### src/rtl/pipe_ctrl.sv
// pipe_ctrl: pipeline sequencing controller for the 5-stage datapath.
// Drives the IF/ID, ID/EX, EX/MEM and MEM/WB register enables and
// flush/bubble controls plus the PC enable. It resolves load-use stalls,
// data-memory wait states, branch flushes and halt/resume.
// All control outputs are a Mealy decode of the registered state and the
// current inputs, so stall and flush decisions take effect in the same cycle.
// Optional build macro: PIPE_CTRL_PERF_EN adds saturating stall/flush counters.
//
// state      | meaning
// -----------+---------------------------------------------------------------
// RUN        | normal flow; halt, memory stall, branch flush, load-use stall
// MEM_WAIT   | data memory busy; pipeline frozen, MEM/WB bubbled
// FLUSH      | apply a branch that resolved while memory was busy
// HALT       | pipeline frozen until a resume pulse

module pipe_ctrl #(
    parameter int MEM_TIMEOUT = 16
) (
    input  logic        clock_i,
    input  logic        nreset_i,
    input  logic        mem_req_i,
    input  logic        mem_ready_i,
    input  logic        load_use_i,
    input  logic        branch_taken_i,
    input  logic        halt_req_i,
    input  logic        resume_i,
    output logic        pc_en_o,
    output logic        if_id_en_o,
    output logic        id_ex_en_o,
    output logic        ex_mem_en_o,
    output logic        mem_wb_en_o,
    output logic        if_id_flush_o,
    output logic        id_ex_flush_o,
    output logic        mem_wb_bubble_o,
    output logic [1:0]  state_o,
    output logic        mem_timeout_o
`ifdef PIPE_CTRL_PERF_EN
    ,
    output logic [15:0] stall_cnt_o,
    output logic [15:0] flush_cnt_o
`endif
);

    localparam int CW = (MEM_TIMEOUT > 2) ? $clog2(MEM_TIMEOUT) : 1;
    localparam logic [CW-1:0] CNT_ONE  = CW'(1);
    localparam logic [CW-1:0] CNT_LAST = CW'(MEM_TIMEOUT - 1);

    // Control vector bit order:
    // {pc_en, if_id_en, id_ex_en, ex_mem_en, mem_wb_en, if_id_flush, id_ex_flush, mem_wb_bubble}
    localparam logic [7:0] CTL_OFF   = 8'b0000_0_000;
    localparam logic [7:0] CTL_ADV   = 8'b1111_1_000;
    localparam logic [7:0] CTL_STALL = 8'b0000_1_001;
    localparam logic [7:0] CTL_BR    = 8'b1111_1_110;
    localparam logic [7:0] CTL_LU    = 8'b0011_1_010;

    typedef enum logic [1:0] {
        ST_RUN      = 2'b00,
        ST_MEM_WAIT = 2'b01,
        ST_FLUSH    = 2'b10,
        ST_HALT     = 2'b11
    } state_t;

    state_t        state_q, state_d;
    logic          branch_pending_q, branch_pending_d;
    logic [CW-1:0] wait_cnt_q, wait_cnt_d;
    logic          mem_timeout_q, mem_timeout_d;
    logic [7:0]    ctl_d;
    logic [7:0]    ctl_gated;
    logic          mem_stall;

    assign mem_stall = mem_req_i & ~mem_ready_i;

    // State register and sticky status; async reset discards any pending branch.
    always_ff @(posedge clock_i or negedge nreset_i) begin
        if (!nreset_i) begin
            state_q          <= ST_RUN;
            branch_pending_q <= 1'b0;
            wait_cnt_q       <= '0;
            mem_timeout_q    <= 1'b0;
        end else begin
            state_q          <= state_d;
            branch_pending_q <= branch_pending_d;
            wait_cnt_q       <= wait_cnt_d;
            mem_timeout_q    <= mem_timeout_d;
        end
    end

    // Next-state and control decode, priority ordered within each state.
    always_comb begin
        state_d          = state_q;
        branch_pending_d = branch_pending_q;
        wait_cnt_d       = wait_cnt_q;
        mem_timeout_d    = mem_timeout_q;
        ctl_d            = CTL_OFF;
        case (state_q)
            ST_RUN: begin
                if (halt_req_i) begin
                    ctl_d   = CTL_OFF;
                    state_d = ST_HALT;
                end else if (mem_stall) begin
                    ctl_d      = CTL_STALL;
                    wait_cnt_d = CNT_ONE;
                    state_d    = ST_MEM_WAIT;
                end else if (branch_taken_i) begin
                    ctl_d = CTL_BR;
                end else if (load_use_i) begin
                    ctl_d = CTL_LU;
                end else begin
                    ctl_d = CTL_ADV;
                end
            end
            ST_MEM_WAIT: begin
                // A branch resolving here is held until memory completes.
                if (branch_taken_i) begin
                    branch_pending_d = 1'b1;
                end
                if (mem_ready_i) begin
                    ctl_d      = CTL_ADV;
                    wait_cnt_d = '0;
                    state_d    = (branch_pending_q | branch_taken_i) ? ST_FLUSH : ST_RUN;
                end else if (wait_cnt_q == CNT_LAST) begin
                    ctl_d         = CTL_STALL;
                    wait_cnt_d    = '0;
                    mem_timeout_d = 1'b1;
                    state_d       = ST_HALT;
                end else begin
                    ctl_d      = CTL_STALL;
                    wait_cnt_d = wait_cnt_q + CNT_ONE;
                end
            end
            ST_FLUSH: begin
                // A fresh memory stall wins; the flush is retried after it.
                if (mem_stall) begin
                    ctl_d      = CTL_STALL;
                    wait_cnt_d = CNT_ONE;
                    state_d    = ST_MEM_WAIT;
                end else begin
                    ctl_d            = CTL_BR;
                    branch_pending_d = 1'b0;
                    state_d          = halt_req_i ? ST_HALT : ST_RUN;
                end
            end
            ST_HALT: begin
                ctl_d = CTL_OFF;
                if (resume_i) begin
                    mem_timeout_d = 1'b0;
                    state_d       = ST_RUN;
                end
            end
            default: begin
                ctl_d   = CTL_OFF;
                state_d = ST_RUN;
            end
        endcase
    end

    // Controls are forced low for as long as reset is held.
    assign ctl_gated = nreset_i ? ctl_d : CTL_OFF;

    assign {pc_en_o, if_id_en_o, id_ex_en_o, ex_mem_en_o, mem_wb_en_o,
            if_id_flush_o, id_ex_flush_o, mem_wb_bubble_o} = ctl_gated;
    assign state_o       = state_q;
    assign mem_timeout_o = mem_timeout_q;

`ifdef PIPE_CTRL_PERF_EN
    logic [15:0] stall_cnt_q, stall_cnt_d;
    logic [15:0] flush_cnt_q, flush_cnt_d;

    // Saturating event counters; HALT cycles are not counted as stalls.
    always_comb begin
        stall_cnt_d = stall_cnt_q;
        flush_cnt_d = flush_cnt_q;
        if (!ctl_gated[7] && (state_q != ST_HALT) && (stall_cnt_q != 16'hFFFF)) begin
            stall_cnt_d = stall_cnt_q + 16'd1;
        end
        if (ctl_gated[1] && (flush_cnt_q != 16'hFFFF)) begin
            flush_cnt_d = flush_cnt_q + 16'd1;
        end
    end

    // Counter registers.
    always_ff @(posedge clock_i or negedge nreset_i) begin
        if (!nreset_i) begin
            stall_cnt_q <= '0;
            flush_cnt_q <= '0;
        end else begin
            stall_cnt_q <= stall_cnt_d;
            flush_cnt_q <= flush_cnt_d;
        end
    end

    assign stall_cnt_o = stall_cnt_q;
    assign flush_cnt_o = flush_cnt_q;
`endif

endmodule

### config.mk
export PLATFORM = sky130hd
export DESIGN_NAME = pipe_ctrl
export DESIGN_NICKNAME = d
export VERILOG_FILES = /design/src/rtl/pipe_ctrl.sv
export SDC_FILE = /design/constraint.sdc
export NUM_CORES = 1
export LEC_CHECK = 0
export ABC_AREA = 1
export ABC_CLOCK_PERIOD_IN_PS = 3200
export CORE_MARGIN = 2
export CORE_UTILIZATION = 51
export DETAILED_ROUTE_END_ITERATION = 7
export GPL_TIMING_DRIVEN = 1
export PLACE_DENSITY = 0.86
export SLEW_MARGIN = 20
export SYNTH_ARGS = -nofsm -noshare
export SYNTH_HDL_FRONTEND = slang
export SYNTH_SLANG_ARGS = --single-unit
### constraint.sdc
create_clock -name clock_i -period 3.2 [get_ports clock_i]
set_input_delay 0.64 -clock clock_i [delete_from_list [all_inputs] [get_ports clock_i]]
set_output_delay 0.64 -clock clock_i [all_outputs]
set_load 0.01 [all_outputs]
Word level (Yosys, flattened, before mapping)
Cells that the tools add are included.

Register bits: 8. Input port bits: 8. Word-level logic and storage cells: 57.

Add/sub/neg operators: 1. Eq/ne operators: 12. Multiplexer cells: 29. Bitwise gates (word level): 3. Reductions and logical operators: 8.

Operators by type and width (number): 2-to-1 mux 8 bit (7); case mux 8 bit (4 select lines) (1); 2-to-1 mux 2 bit (8); 2-to-1 mux 4 bit (4); inequality test 2 bit, second input constant (6); case mux 4 bit (3 select lines) (1); case mux 2 bit (4 select lines) (1); inequality test 3 bit, second input constant (2); AND reduction 3 bit (2); 2-to-1 mux 1 bit (5); adder 4 x 1 -> 4 bit, second input constant (1); == test 2 bit, second input constant (2); == test 4 bit, second input constant (1); case mux 1 bit (2 select lines) (2); AND reduction 4 bit (1); nonzero test 2 bit (2); nonzero test 3 bit (1); == test 2 x 1 -> 1 bit, second input constant (1); zero test 2 bit (1); AND reduction 2 bit (1); bitwise AND 1 bit (1); NOT 1 bit (1); OR 1 bit (1).

Logic depth before layout (Yosys ltp)
Gate-level depths: netlist of run 1.

Depth in word-level cells: 6. Gate-level depth with buffers: 9. Gate-level depth less buffers: 9.

Worst setup path before layout of run 1
Ideal clock, no wire load.

Path type: flip-flop to output port. Start: register state_q[0] (netlist: state_o[0]). End: output port id_ex_en_o. Data arrival time: 1.484 ns. Data required time: 2.560 ns. Path slack: 1.076 ns. Cell stages (with the launch flop): 8. Path buffers: 1. Path through: dfrtp_1 > inv_1 > ha_1 > inv_1 > nand2_2 > o21ai_1 > nor2_1 > buf_4.

Word-level cells in the longest chain between the ends: 3. Elaborated cells on any way between the ends: 6. Classes of those cells: eq/ne (3); mux (2); reduce/logical (1).

RTL lines: start: declaration (line 63) `state_t state_q, state_d;`; start signal: assignment (line 81) `state_q <= state_d;`; == test 2 bit, or another cell as far along (line 95) `case (state_q)`; case mux 8 bit (4 select lines) (*) (line 95); 2-to-1 mux 8 bit (*) (line 158) `assign ctl_gated = nreset_i ? ctl_d : CTL_OFF;`; end: declaration (line 29) `output logic id_ex_en_o,`.

Mark *: on every way between the ends. The rest lies on a longest branch, timed or not.

Final worst setup path of run 1
Start: input port mem_ready_i. End: output port id_ex_en_o.

Word-level cells in the longest chain between the ends: 6. Elaborated cells on any way between the ends: 8. Classes of those cells: mux (6); bitwise (2).

RTL lines: start: declaration (line 22) `input logic mem_ready_i,`; NOT 1 bit (line 71) `assign mem_stall = mem_req_i & ~mem_ready_i;`; bitwise AND 1 bit (line 71); 2-to-1 mux 8 bit (line 100) `end else if (mem_stall) begin`; 2-to-1 mux 8 bit (line 97) `if (halt_req_i) begin`; case mux 8 bit (4 select lines) (*) (line 95); 2-to-1 mux 8 bit (*) (line 158).

Marked as above.

==> results of run 1 <==
==> kinds of logic after synthesis <==
kind of cell    synth area share, %
flops                          27.4
compound gates                 9.74
buf+inv                        11.8
fa+ha+maj                      10.3
simple gates                   40.9
==> synth_stat cells (all sizes together) <==
library cell | instances | area [µm²]
or2 | 1 | 6.26
buf | 2 | 15.0
dfrtp | 8 | 200
nand3 | 9 | 45.0
o21ai | 9 | 45.0
ha | 6 | 75.1
nand3b | 1 | 7.51
inv | 19 | 71.3
a21oi | 3 | 26.3
nand4 | 2 | 12.5
nor2 | 14 | 52.6
nand2 | 44 | 175
==> per-layer routing <==
metal	GRT usage (%)	routed length [µm]	vias up
met5	0	0	-
met4	10.3	27	0
met3	8.26	100	5
met2	30.6	775	24
met1	26.9	778	348
li1	-	-	406
==> power by group <==
part           switching [mW]  total [mW]  internal, mW
Sequential             0.0414       0.184         0.142
Combinational           0.300       0.542         0.242
Clock                  0.0368      0.0798        0.0431
Total                   0.378       0.805         0.427
==> final cells by class <==
type	count	area (µm²)
Inverter	19	71.3
Sequential cell	8	200
Clock buffer	3	22.5
Timing Repair Buffer	19	188
Tap cell	15	18.8
Fill cell	115	372
Multi-Input combinational cell	89	445
==> sequential cells by signal, indices dropped and copies added (netlist names) <==
register          count
wait_cnt_q            4
state_o               2
branch_pending_q      1
mem_timeout_o         1
==> worst min-delay path by stage <==
stage / cells after the start / end / slack (ns) / from
after detailed placement: 2 / branch_pending_q / 0.47 / branch_pending_q
final: 2 / branch_pending_q / 0.48 / branch_pending_q
after global routing: 2 / branch_pending_q / 0.51 / branch_pending_q
after CTS: 2 / branch_pending_q / 0.49 / branch_pending_q
after global placement: 2 / branch_pending_q / 0.46 / branch_pending_q
after floorplan: 0 / branch_pending_q / 0.34 / nreset_i
==> worst max-delay path, stage by stage <==
cell             delay [ns]
clkdlybuf4s50_1        0.56
inv_2                  0.09
nand2_4                0.10
nand2_1                0.10
nand2_2                0.11
o21ai_1                0.08
nor2_1                 0.13
clkdlybuf4s50_1        0.55
==> through the flow <==
stage	area, µm²	hold WS, ns
floorplan	732	0.344
global placement	923	0.460
detailed placement	923	0.472
CTS	946	0.486
global route	946	0.506
finish	946	0.484
==> results.cfg, run 1 <==
[run_status]
status = finished, final reports clean

[clock_network]
cts_sinks = 8
h-tree-depth = 1
root_buffer = clkbuf_4
cts_buffer_depth = 2
hold_buffers = 0
cts_tree = done
cts.repair.resized = 0
numCtsBuffers = 3
clkLatencyLatePin_ns = 0.26
path_clk_slew_ns = 0.05
post_cts_buffers = 0

[synthesis]
syn_inst = 118
ys_ff_latch = 8
yosysSeqAreaShare_pct = 27.4
avgSynthCellArea_um2 = 6.20
synth_cell_types = 17
yosysWarnings = 0
synth.cell_area_um2 = 732
synth_nets = 132

[power]
power.density_nw_per_um2 = 851
vdd_drop_max_mv = 0.486
power_mw = 0.805
p_leak_nw = 0.519

[finish]
final_cells = 153
fin_util_pct = 71.8
final_common_cell = nand2_1
area_growth_pct = 29.2
drive_above_1_share_pct = 6.52
final_nets = 154
layout_common_cells = nand2_1 (42), inv_1 (18), clkdlybuf4s50_1 (18)
insertedDiodeCount = 0

[sta]
setup_viol = 0
period_needed_ns = 3.01
rsz0062_at_grt = no
worst_slew_pin_slew_ns = 0.246
max_freq_mhz = 332
hold_viol = 0
finClkSkew_ns = 0.000796
period_share_pct = 94.2
slew_violations = 0
slew_headroom_pct = 83.4
tns_ns = 0
setup_slack_ns = 0.187

[placement]
dp_cells = 150
gp_congestion = 0.841
pre_cts_ws_ns = 0.202
dp_hpwl_mm = 1.38
portBuffers = 18

[hold_path]
hold_path.class = reg -> reg

[setup_path]
r2r_start = state_o[1]
critPathLaunch = mem_ready_i
cp-start-kind = input port
worst_r2r_path_depth = 9
timing.reg2reg.setup_slack_ns = 1.65
cp.arrival_ns = 2.37
cp-endpoint = id_ex_en_o
r2r-end = state_o[1]
worstSetupEndpointType = primary output
path_class = in -> out
crit_fanout = 6
required_ns = 2.56

[route]
antenna_left = 0
drt-initial-drc-count = 17
drc = 0
vias = 783
post_drt_wl_per_cell_um = 11.0
wirelength_mm = 1.68
vias_per_cell = 5.12
dr.pass1.iters = 4

[job]
cap_violations = 0

[floorplan]
die_h_um = 41.9
start_util_pct = 55.6
die-area_um2 = 1750
die_w_um = 41.9
coreArea_um2 = 1320
rows = 13
io_pins = 19

[global_routing]
grt_pass1_vias = 672
gr-total-overflow = 0
antenna_found_initial = 0
grt_max_degree = 9
grt_pass1_wl_mm = 2.82
grt.total_usage_pct = 21.1
No activity file was read; power rests on OpenSTA's default activity.
==> inputs of run 2 (changes only) <==
--- a/config.mk
+++ b/config.mk
@@ -10,6 +10,7 @@
 export CORE_MARGIN = 2
 export CORE_UTILIZATION = 51
 export DETAILED_ROUTE_END_ITERATION = 7
+export GPL_ROUTABILITY_DRIVEN = 0
 export GPL_TIMING_DRIVEN = 1
 export PLACE_DENSITY = 0.86
 export SLEW_MARGIN = 20
==> results of run 2 <==
Same layout as run 1: the final DEF is identical, and so are final timing and power.
==> edit 1 (flow settings as in run 1) <==
Add a define of `PIPE_CTRL_PERF_EN`.
--- a/src/rtl/pipe_ctrl.sv
+++ b/src/rtl/pipe_ctrl.sv
@@ -13,4 +13,6 @@
 // FLUSH      | apply a branch that resolved while memory was busy
 // HALT       | pipeline frozen until a resume pulse
+
+`define PIPE_CTRL_PERF_EN
 
 module pipe_ctrl #(
Behaviour (old outputs only; new: flush_cnt_o and stall_cnt_o): unchanged (equiv_simple and equiv_induct, registers matched by name and starting in step).
==> edit 1 against run 1 <==
- clock skew increased by 0.0031 ns
- area after synthesis grew to 3.6 times the old value
- setup slack worse by 0.038 ns
- wire length grew to 3.6 times the old value
- power increased to 2.7 times the old value
- global-route usage rose by 2.0 points
- design area rose to 3.5 times the old value
- sequential cell count grew 32
- final cell count rose to 3.2 times the old value
- critical endpoint is now pc_en_o
- largest power group unchanged
==> edit 1: results (changes against run 1) <==
Parameter                              Value

Placed design
  RD Place Congestion ... 0.871 (was 0.841)
  Post-DP Area ... 3160 µm² (was 923 µm²)
  Detailed-placement wirelength estimate ... 4510 µm (was 1380 µm)
  Port buffer count ... 50 (was 18)

Global route
  Gr usage total ... 23.1% (was 21.1%)
  Routing usage on met3 ... 3.84% (was 8.26%)
  Number of global-route vias before repair ... 2322 (was 672)
  Global Route met2 Usage ... 39.7% (was 30.6%)
  Global-route wire length before repair ... 10200 µm (was 2820 µm)

Timing
  Layout Skew ... 0.00391 ns (was 0.000796 ns)
  Worst slew slack as a fraction of its limit ... 65.9% (was 83.4%)

Clock tree
  Clock tree root driver cell ... sky130_fd_sc_hd__clkbuf_8 (was sky130_fd_sc_hd__clkbuf_4)
  Clock H-tree levels ... 2 (was 1)
  Clock-pin slew of the registers on the worst-case setup and hold paths ... 0.08 ns (was 0.05 ns)
  Clock buffers created by TritonCTS ... 5 (was 3)

Drt
  Post-detailed-route wirelength per cell ... 12.5 µm (was 11.0 µm)
  DRC marker count from the first detailed-route iteration ... 172 (was 17)
  Routed wl met3 ... 300 µm (was 100 µm)
  Routed via count divided by cell count ... 5.03 (was 5.12)
  Routed met1 length ... 2780 µm (was 778 µm)

Yosys
  Area fraction in compound gates after synthesis ... 5.36% (was 9.74%)
  Ranking of synthesized cells by area ... sky130_fd_sc_hd__dfrtp_1 (38%), sky130_fd_sc_hd__nand2_1 (20%), sky130_fd_sc_hd__nand3_1 (5.9%) (was sky130_fd_sc_hd__dfrtp_1 (27%), sky130_fd_sc_hd__nand2_1 (22%), sky130_fd_sc_hd__ha_1 (10%))
  Most frequent cells after synthesis ... sky130_fd_sc_hd__nand2_1 (138), sky130_fd_sc_hd__dfrtp_1 (40), sky130_fd_sc_hd__nor2_1 (39) (was sky130_fd_sc_hd__nand2_1 (42), sky130_fd_sc_hd__inv_1 (18), sky130_fd_sc_hd__nor2_1 (14))
  Synth Area in XOR/XNOR ... 8.04% (was 0%)
  Adder-cell area share of the yosys netlist ... 3.83% (was 10.3%)
  Syn Nets ... 384 (was 132)

Die
  Width of the die ... 75.6 µm (was 41.9 µm)

Status
  Result of the run ... completed (unchanged)

Hold path
  Min-delay worst type ... primary input to async pin (was flip-flop to flip-flop)

Pwr
  Switching Fraction ... 40.1% (was 47.0%)
  Static power due to leakage ... 1.56 nW (was 0.519 nW)
  Worst-case vdd ir drop ... 0.402 mV (was 0.486 mV)

Setup path
  Max Fanout on Critical Path ... 7 (was 6)
  Worst reg2reg path startpoint ... state_o[0]$_DFFE_PN0P_ (was state_o[1]$_DFFE_PN0P_)

Cells and area
  Fraction of layout cells with a size suffix above 1 ... 4.96% (was 6.52%)
  Final-stage net count ... 438 (was 154)
[edit 1: cell types whose count changed after synthesis, moves of 7 or more]
cell | run 1 | this run
sky130_fd_sc_hd__nand3_1 | 9 | 31
sky130_fd_sc_hd__o21ai_0 | 8 | 15
sky130_fd_sc_hd__nand2_1 | 42 | 138
sky130_fd_sc_hd__xnor2_1 | 0 | 13
sky130_fd_sc_hd__dfrtp_1 | 8 | 40
sky130_fd_sc_hd__nor2_1 | 14 | 39
sky130_fd_sc_hd__inv_1 | 18 | 36
sky130_fd_sc_hd__xor2_1 | 0 | 11
[edit 1: per-stage QoR]
step	setup slack [ns]	utilization, %	cells
finish	0.150	65.6	493
global route	0.0167	65.6	493
CTS	0.166	65.6	493
detailed placement	0.176	63.1	485
global placement	0.169	63.1	485
floorplan	1.07	-	368
[edit 1: path summary, 6_finish.rpt]
path | to | cells past startpoint | slack (ns)
setup / recovery | pc_en_o | 8 | 0.15
hold / removal | stall_cnt_o[6]$_DFFE_PN0P_ | 2 | 0.49
setup reg to reg | stall_cnt_o[5]$_DFFE_PN0P_ | 7 | 1.11
hold reg to reg | branch_pending_q$_DFFE_PN0P_ | 2 | 0.50
max in group asynchronous | stall_cnt_o[15]$_DFFE_PN0P_ | 2 | 2.34
min in group clock_i | branch_pending_q$_DFFE_PN0P_ | 2 | 0.50
[edit 1: cell type report]
cell class	instances	area, µm²
Multi-Input combinational cell	284	1410
Clock buffer	7	96.3
Fill cell	440	1720
Inverter	37	139
Tap cell	70	87.6
Clock inverter	1	30.0
Sequential cell	40	1000
Timing Repair Buffer	54	526
[edit 1: power by group through the flow]
stage	registers (mW)	clock network (mW)	logic (mW)
floorplan	0.747	0	0.642
global placement	0.728	0	0.998
detailed placement	0.734	0	1.02
CTS	0.727	0.460	1.03
global route	0.748	0.483	1.15
finish	0.730	0.457	1.02
==> edit 2 (flow settings as in run 1) <==
Without the edit above. Register the output `mem_timeout_o` once more, with the module's reset; this adds one clock of latency there. The other outputs are not delayed to match.
--- a/src/rtl/pipe_ctrl.sv
+++ b/src/rtl/pipe_ctrl.sv
@@ -161,5 +161,11 @@
             if_id_flush_o, id_ex_flush_o, mem_wb_bubble_o} = ctl_gated;
     assign state_o       = state_q;
-    assign mem_timeout_o = mem_timeout_q;
+    always_ff @(posedge clock_i or negedge nreset_i) begin
+        if (!nreset_i) begin
+            mem_timeout_o <= '0;
+        end else begin
+            mem_timeout_o <= mem_timeout_q;
+        end
+    end
 
 `ifdef PIPE_CTRL_PERF_EN
Behaviour: same outputs for any inputs over 10 cycles, from zero or initial values and one cycle with nreset_i low; that may be too few to reach the edited logic, so the function may still have changed.
==> edit 2 against run 1 <==
- sequential cell count up 1
- via count grew 4.6%
- area after synthesis grew 3.6%
- power increased by 5.6%
- critical path depth did not move
- design area increased by 3.2%
- setup slack better by 0.042 ns
- wire length increased by 8.9%
- largest cell class unchanged
- largest power group unchanged
==> edit 2: results (changes against run 1) <==
Parameter                              Value

Drt
  Routed met1 length ... 771 µm (was 778 µm)
  Routed via count divided by cell count ... 5.32 (was 5.12)
  Routed wl met3 ... 155 µm (was 100 µm)
  Total wirelength of the detailed-routed design ... 1830 µm (was 1680 µm)
  Post-detailed-route wirelength per cell ... 11.9 µm (was 11.0 µm)

Yosys
  Distinct cell type count of the synthesized netlist ... 18 (was 17)
  Most frequent cells after synthesis ... sky130_fd_sc_hd__nand2_1 (41), sky130_fd_sc_hd__inv_1 (17), sky130_fd_sc_hd__nor2_1 (14) (was sky130_fd_sc_hd__nand2_1 (42), sky130_fd_sc_hd__inv_1 (18), sky130_fd_sc_hd__nor2_1 (14))
  Adder-cell area share of the yosys netlist ... 9.90% (was 10.3%)
  Ranking of synthesized cells by area ... sky130_fd_sc_hd__dfrtp_1 (30%), sky130_fd_sc_hd__nand2_1 (20%), sky130_fd_sc_hd__ha_1 (9.9%) (was sky130_fd_sc_hd__dfrtp_1 (27%), sky130_fd_sc_hd__nand2_1 (22%), sky130_fd_sc_hd__ha_1 (10%))
  Sequential fraction of the synthesis area ... 29.7% (was 27.4%)
  Area fraction in compound gates after synthesis ... 10.4% (was 9.74%)

Pwr
  Comb. pwr ... 555 µW (was 542 µW)
  Power density over cell area ... 871 nW/µm² (was 851 nW/µm²)
  Psw ... 397 µW (was 378 µW)
  Portion of total power attributed to combinational logic ... 65.3% (was 67.3%)
  Worst-case vdd ir drop ... 0.520 mV (was 0.486 mV)

Global route
  Largest net degree at the start of global routing ... 10 (was 9)
  Global-route wire length before repair ... 3210 µm (was 2820 µm)
  Grt met1 use ... 27.4% (was 26.9%)
  Routing usage on met3 ... 7.33% (was 8.26%)
  Number of global-route vias before repair ... 753 (was 672)
  Gr usage total ... 23.4% (was 21.1%)
  Global Route met2 Usage ... 40.0% (was 30.6%)

Cells and area
  Fraction of layout cells with a size suffix above 1 ... 7.19% (was 6.52%)
  Number of filler cells placed in the layout ... 102 (was 115)

Timing
  Layout Skew ... 0.00553 ns (was 0.000796 ns)
  Worst slew slack as a fraction of its limit ... 83.6% (was 83.4%)

Placed design
  RD Place Congestion ... 0.904 (was 0.841)
  Post-DP Area ... 950 µm² (was 923 µm²)
  Detailed-placement wirelength estimate ... 1360 µm (was 1380 µm)
  Worst slack at placement ... 0.217 ns (was 0.202 ns)

Setup path
  Worst path max stage delay ... 0.58 ns (was 0.56 ns)

Die
  Width of the die ... 42.6 µm (was 41.9 µm)

Status
  Result of the run ... completed (unchanged)
==> edit 2: path summary, 6_finish.rpt <==
check / start / endpoint / slack (ns) / cells after the start
setup / recovery: mem_ready_i / if_id_en_o / 0.23 / 8
hold / removal: mem_timeout_q$_DFFE_PN0P_ / mem_timeout_o$_DFF_PN0_ / 0.39 / 0
setup reg to reg: state_o[1]$_DFFE_PN0P_ / state_o[1]$_DFFE_PN0P_ / 1.58 / 9
hold reg to reg: mem_timeout_q$_DFFE_PN0P_ / mem_timeout_o$_DFF_PN0_ / 0.39 / 0
max in group asynchronous: nreset_i / state_o[0]$_DFFE_PN0P_ / 2.28 / 2
min in group asynchronous: nreset_i / branch_pending_q$_DFFE_PN0P_ / 0.78 / 2
==> edit 2: layout make-up <==
class | instances | area share [%]
multi-input combinational | 89 | 46.2
sequential | 9 | 23.1
timing repair buffer | 19 | 19.2
inverter | 18 | 6.92
clock buffer | 4 | 2.69
tap | 15 | 1.92
